`src/rtl/pwm_pkg.sv`:
```
// rtl/pwm_pkg.sv - shared frame length, state encoding and sign/saturate helpers for signed PWM
package pwm_pkg;

    typedef enum logic [0:0] {
        SEEK = 1'b0,
        RUN  = 1'b1
    } cap_state_t;

    function automatic int unsigned frame_len(input int unsigned n);
        return 32'd1 << (n - 32'd1);
    endfunction

    // Full-scale magnitude is only representable when negative (-F); positive side clips to F-1.
    function automatic logic [31:0] sign_apply(input logic [31:0] mag, input logic neg,
                                               input logic [31:0] f);
        if (mag == 32'd0)
            return 32'd0;
        if (neg)
            return 32'd0 - mag;
        if (mag >= f)
            return f - 32'd1;
        return mag;
    endfunction

    function automatic logic sign_sat(input logic [31:0] mag, input logic neg,
                                      input logic [31:0] f);
        return !neg && (mag >= f);
    endfunction

endpackage

```
`src/rtl/pwm_capture_signed_if.sv`:
```
// rtl/pwm_capture_signed_if.sv - tick/PWM inputs and recovered-word outputs of the capture block
interface pwm_capture_signed_if #(
    parameter int PWM_IN_SIZE = 10
);
    logic                          CE_in;
    logic                          PWM_in;
    logic                          dir_in;
    logic signed [PWM_IN_SIZE-1:0] PWM_data_output;
    logic                          valid_out;
    logic                          locked_out;
    logic                          sat_out;
    logic                          resync_out;

    modport master (
        output CE_in, PWM_in, dir_in,
        input  PWM_data_output, valid_out, locked_out, sat_out, resync_out
    );

    modport slave (
        input  CE_in, PWM_in, dir_in,
        output PWM_data_output, valid_out, locked_out, sat_out, resync_out
    );
endinterface

```
`src/rtl/sync2.sv`:
```
// rtl/sync2.sv - two-flop synchronizer with asynchronous active-low reset
module sync2 (
    input  logic clk,
    input  logic rst_n,
    input  logic d,
    output logic q
);
    logic meta;

    always_ff @(posedge clk or negedge rst_n) begin
        if (!rst_n) begin
            meta <= 1'b0;
            q    <= 1'b0;
        end else begin
            meta <= d;
            q    <= meta;
        end
    end
endmodule

```
`src/rtl/pwm_capture_signed.sv`:
```
// rtl/pwm_capture_signed.sv - recovers a signed word per PWM frame from magnitude PWM plus direction
module pwm_capture_signed
    import pwm_pkg::*;
#(
    parameter int PWM_IN_SIZE = 10
) (
    input  logic                 clk_in,
    input  logic                 reset_n_in,
    pwm_capture_signed_if.slave  cap
);
    localparam int          N        = PWM_IN_SIZE;
    localparam int unsigned F        = frame_len(PWM_IN_SIZE);
    localparam logic [N-2:0] LAST_IDX = (N-1)'(F - 1);
    localparam logic [N-2:0] IDX_ONE  = (N-1)'(1);

    logic         pwm_s;
    logic         dir_s;
    logic         pwm_prev;
    logic         rise;
    cap_state_t   state;
    logic [N-2:0] tick_idx;
    logic [N-1:0] high_cnt;
    logic [N-1:0] m_next;

    sync2 u_sync_pwm (.clk(clk_in), .rst_n(reset_n_in), .d(cap.PWM_in), .q(pwm_s));
    sync2 u_sync_dir (.clk(clk_in), .rst_n(reset_n_in), .d(cap.dir_in), .q(dir_s));

    // Edge history advances only on CE ticks so edges are judged at the generator's tick rate.
    assign rise          = cap.CE_in && pwm_s && !pwm_prev;
    assign m_next        = high_cnt + {{(N-1){1'b0}}, pwm_s};
    assign cap.locked_out = (state == RUN);

    always_ff @(posedge clk_in or negedge reset_n_in) begin
        if (!reset_n_in) begin
            state               <= SEEK;
            pwm_prev            <= 1'b0;
            tick_idx            <= '0;
            high_cnt            <= '0;
            cap.PWM_data_output <= '0;
            cap.valid_out       <= 1'b0;
            cap.sat_out         <= 1'b0;
            cap.resync_out      <= 1'b0;
        end else begin
            cap.valid_out  <= 1'b0;
            cap.resync_out <= 1'b0;
            if (cap.CE_in) begin
                pwm_prev <= pwm_s;
                if (rise) begin
                    // A rising edge always (re)starts the window; the partial count is dropped.
                    cap.resync_out <= (state == RUN) && (tick_idx != '0);
                    state          <= RUN;
                    tick_idx       <= IDX_ONE;
                    high_cnt       <= N'(1);
                end else begin
                    if (state == RUN && tick_idx == '0)
                        state <= SEEK;
                    if (tick_idx == LAST_IDX) begin
                        cap.PWM_data_output <= N'(sign_apply(32'(m_next), dir_s, 32'(F)));
                        cap.sat_out         <= sign_sat(32'(m_next), dir_s, 32'(F));
                        cap.valid_out       <= 1'b1;
                        tick_idx            <= '0;
                        high_cnt            <= '0;
                    end else begin
                        tick_idx <= tick_idx + IDX_ONE;
                        high_cnt <= m_next;
                    end
                end
            end
        end
    end
endmodule

```
`src/flat_wrapper.sv`:
```
// flat-port wrapper written by rule: the top's interface ports become plain ports
module pwm_capture_signed_flat import pwm_pkg::*;
#(
    parameter int PWM_IN_SIZE = 10
)
  (clk_in, reset_n_in, cap_CE_in, cap_PWM_in, cap_dir_in, cap_PWM_data_output, cap_valid_out, cap_locked_out, cap_sat_out, cap_resync_out);
  pwm_capture_signed_if #(.PWM_IN_SIZE(PWM_IN_SIZE)) cap_i ();
  input  logic clk_in;
  input  logic reset_n_in;
  input wire logic [$bits(cap_i.CE_in)-1:0] cap_CE_in;
  input wire logic [$bits(cap_i.PWM_in)-1:0] cap_PWM_in;
  input wire logic [$bits(cap_i.dir_in)-1:0] cap_dir_in;
  output wire logic [$bits(cap_i.PWM_data_output)-1:0] cap_PWM_data_output;
  output wire logic [$bits(cap_i.valid_out)-1:0] cap_valid_out;
  output wire logic [$bits(cap_i.locked_out)-1:0] cap_locked_out;
  output wire logic [$bits(cap_i.sat_out)-1:0] cap_sat_out;
  output wire logic [$bits(cap_i.resync_out)-1:0] cap_resync_out;
  assign cap_i.CE_in = cap_CE_in;
  assign cap_i.PWM_in = cap_PWM_in;
  assign cap_i.dir_in = cap_dir_in;
  assign cap_PWM_data_output = cap_i.PWM_data_output;
  assign cap_valid_out = cap_i.valid_out;
  assign cap_locked_out = cap_i.locked_out;
  assign cap_sat_out = cap_i.sat_out;
  assign cap_resync_out = cap_i.resync_out;
  pwm_capture_signed #(.PWM_IN_SIZE(PWM_IN_SIZE)) u_core (.clk_in(clk_in), .reset_n_in(reset_n_in), .cap(cap_i));
endmodule
```
`config.mk`:
```
export PLATFORM = sky130hd
export DESIGN_NAME = pwm_capture_signed_flat
export DESIGN_NICKNAME = d
export VERILOG_FILES = /design/src/rtl/pwm_pkg.sv /design/src/rtl/pwm_capture_signed_if.sv /design/src/rtl/sync2.sv /design/src/rtl/pwm_capture_signed.sv /design/src/flat_wrapper.sv
export SDC_FILE = /design/constraint.sdc
export NUM_CORES = 1
export LEC_CHECK = 0
export BUFFER_PORTS_ARGS = -buffer_cell sky130_fd_sc_hd__clkbuf_2
export CORE_ASPECT_RATIO = 1.2
export CORE_MARGIN = 10
export CORE_UTILIZATION = 31
export CTS_BUF_LIST = sky130_fd_sc_hd__clkbuf_8
export CTS_CLUSTER_SIZE = 25
export DETAILED_ROUTE_END_ITERATION = 10
export GPL_TIMING_DRIVEN = 0
export SYNTH_ARGS = -nofsm -noshare
export SYNTH_HDL_FRONTEND = slang
export SYNTH_SLANG_ARGS = --single-unit
```
`constraint.sdc`:
```
create_clock -name clk_in -period 5.6 [get_ports clk_in]
set_input_delay 0 -clock clk_in [delete_from_list [all_inputs] [get_ports clk_in]]
set_output_delay 0 -clock clk_in [all_outputs]
set_load 0.05 [all_outputs]
```
==> metrics <==
top cell type by total area after synthesis=dfrtp_1; die span in x=95.4 um; slowest stage cell, crit path=or4b_1; final non-filler cell total=332; die area=10500 sq um; Final Max Slew Viols=0; Clock Latency Late Sink=290 ps; Hold Crit Start=cap_CE_in; sequential cell area=951 sq um; async set-reset flop share out of synthesis=1.00; area occupied by multi-input gates=1060 sq um; # H-tree levels=2; Ant. Diodes=0; Worst-path clk slew=80 ps; Util after Layout=0.373; leak pwr=1.13 nW; CORE AREA=6530 sq um; simple-gate share of the synthesized area=0.197; clock buffer depth=2; Max-cap violations=0; initial cell density of the core=0.324; all-layer global routing usage=0.0893; Tmin final=2820 ps; critical path class=reg2reg; Synthesis Warnings=0; mux cell area share after synthesis=0.0107; GRT overflow=0; DRT Wirelength=4580 um; RSZ-0062 raised after global routing=no; Worst Hold Depth=3; Resize count post-CTS=0; DRT Pass-1 Iters=4; complex-gate fraction of the synthesized area=0.206; DP Worst Slack=2800 ps; largest net degree at the start of global routing=39; placer congestion estimate=0.783; FILL cells=665; clk root buf=clkbuf_8; Worst Reg-to-Reg Cells=10; FMAX=354 MHz; share of cells above drive strength 1=0.178; Final Hold Viols=0; setup_tns=0 ps; routed len/inst=13.8 um; status=completed; crit-path cells=ha_1 -> ha_1 -> inv_1 -> ha_1 -> or4b_1 -> o31ai_1 -> nand2b_1 -> nor2_1 -> a21oi_2 -> a32o_1; Post-Place Cells=321; FF+latch count, synth=38; Final period util=0.504; CP arrival=3010 ps; initial antenna violation count=0; Syn Inst Count=218; global-route wire length before repair=7890 um; Setup crit start kind=register; DIE HEIGHT=110 um; FP Rows=32; CTS buffer count=5; vias per cell=5.15; vias in the first global route=1644; CTS Sinks=38; DRC=0; Clock Skew=7.30 ps; EDFF count, synth=0; CTS tree=built; final setup violation count=0; Worst R2R Start=u_core.u_sync_pwm.q$_DFF_PN0_; Critical Path RT=5790 ps; CP max stage delay=440 ps; Synth area leaders=dfrtp_1 (45%), nand2_1 (6.0%), o21ai_0 (5.9%), a22o_1 (3.7%), ha_1 (3.6%); PwrDens=305 nW/um^2; Synth Flop Type=dfrtp_1; CP Buf/Inv Count=1; R2R Setup Slk=2780 ps; worst r2r dst=u_core.cap.PWM_data_output[1]$_DFFE_PN0P_; Slew HR=0.384; Max Fanout on Critical Path=9; largest family of logic cells by synthesized area=compound AO/OA/AOI/OAI gates; CP Launch Point=u_core.u_sync_pwm.q$_DFF_PN0_; number of DRC markers in iteration 0=108; cell mode on critical path=ha_1; Final ANT Viol Nets=0; Via Count=1710; area growth from synthesis to layout=15.2%; VDD IR max=0.0911 mV; # IOs=19; adder-cell share of the synthesized area=0.0355; Yosys top cell area share=0.450; post-synth cell types=48; average instance area after synthesis=9.69 sq um; setup ws final=2780 ps; xor-xnor portion of the synthesized cell area=0.0533; IO Port Bufs=18; WHS Endpoint=u_core.high_cnt[0]$_DFFE_PN0P_; placed wire-length estimate=3360 um; CP Capture Type=register; Layout Nets=257; CP delay by family, top=adder cells; sequential area share after synthesis=0.450; Post-Synthesis Cell Area=2110 sq um; Synth Net Count=229; hold crit path type=in2reg; Tightest Pin Transition=925 ps
-- cells in the final DEF (no fill, tap or decap), types with 5 or more instances in the layout --
cell type / Yosys / routed
ha_1: 6 / 6
nor2_1: 8 / 8
nand2_1: 34 / 34
a22o_1: 9 / 9
xor2_1: 5 / 5
dfrtp_1: 38 / 38
o21ai_0: 25 / 25
clkbuf_2: 0 / 18
nand3_1: 7 / 7
clkbuf_8: 0 / 6
inv_1: 7 / 7
and3_1: 6 / 6
a21oi_1: 5 / 5
xnor2_1: 6 / 6
-- stage by stage --
| stage | cell area, sq um | hold slack (ps) | total power [W] |
|---|---|---|---|
| floorplan | 2110 | -296 | 0.000491 |
| global placement | 2310 | 110 | 0.000542 |
| detailed placement | 2310 | 111 | 0.000542 |
| CTS | 2430 | 132 | 0.000747 |
| global route | 2430 | 143 | 0.000793 |
| finish | 2430 | 138 | 0.000742 |
-- state kept, by name, summed over array words and instances, names as in the netlist --
| signal | cells |
|---|---|
| u_core.tick_idx | 9 |
| u_core.cap.PWM_data_output | 10 |
| u_core.cap.sat_out | 1 |
| u_core.u_sync_pwm.meta | 1 |
| u_core.u_sync_pwm.q | 1 |
| u_core.cap.resync_out | 1 |
| u_core.cap.locked_out | 1 |
| u_core.pwm_prev | 1 |
| u_core.cap.valid_out | 1 |
| u_core.u_sync_dir.q | 1 |
| u_core.u_sync_dir.meta | 1 |
| u_core.high_cnt | 10 |
-- timing repair --
item | 4_1_cts | 5_1_grt
endpoints found under the hold margin | 40 | 0
hold buffers | 3 | 0
setup buffers | 0 | 0
-- cells by family (layout without fill, tap and decap cells) --
kind of cell | Yosys count | in the layout
and+or+nand+nor | 79 | 79
AOI/OAI and AO/OA | 63 | 63
DFF | 38 | 38
buffers and inverters | 18 | 47
xor gates and xnor gates | 12 | 12
adders and majority gates | 6 | 6
muxes | 2 | 2
-- metal layers --
layer	up-vias	routed length, um	track usage
met5	-	0	0
met4	0	45	0.0206
met3	5	256	0.0264
met2	30	2210	0.146
met1	829	2060	0.112
li1	846	-	-
-- Yosys cell counts, drive strengths merged, types with 2 or more instances --
cell and instances:
a211oi 2, a21oi 6, a22o 9, a22oi 4, a32o 2, and3 6
and3b 2, and4 2, buf 7, clkbuf 4, dfrtp 38, ha 6
inv 7, mux2 2, nand2 34, nand2b 3, nand3 7, nand3b 2
nor2 8, nor2b 2, nor3 5, o21ai 25, o2bb2ai 3, o31ai 4
or4b 2, xnor2 7, xor2 5
-- tightest hold or removal path, stage by stage --
cell	delay, ps
clkbuf_2	110
buf_6	140
mux2_2	150
-- worst max path at each step --
stage	cells after the start	slack, ps	end
floorplan	10	3090	u_core.cap.PWM_data_output[1]$_DFFE_PN0P_
global placement	10	2790	u_core.cap.PWM_data_output[1]$_DFFE_PN0P_
detailed placement	10	2800	u_core.cap.PWM_data_output[1]$_DFFE_PN0P_
CTS	10	2750	u_core.cap.PWM_data_output[1]$_DFFE_PN0P_
global route	9	2490	u_core.tick_idx[7]$_DFFE_PN0P_
finish	10	2780	u_core.cap.PWM_data_output[1]$_DFFE_PN0P_
-- power by group --
group / internal [W] / switching, W / leakage [nW]
Clock: 0.0000991 / 0.000104 / 0.0472
Sequential: 0.000294 / 0.0000133 / 0.507
Combinational: 0.0000933 / 0.000139 / 0.578
Total: 0.000486 / 0.000256 / 1.13
-- final cells by class --
cell class,count,share of cell area
multi-input cells,162,0.436
plain buffers,11,0.0303
clock buffers,6,0.0339
flip-flops and latches,38,0.391
inverters,7,0.0108
clock inverters,2,0.00514
repair buffers,21,0.0493
well taps,85,0.0437
No activity file was read; power rests on OpenSTA's default activity.
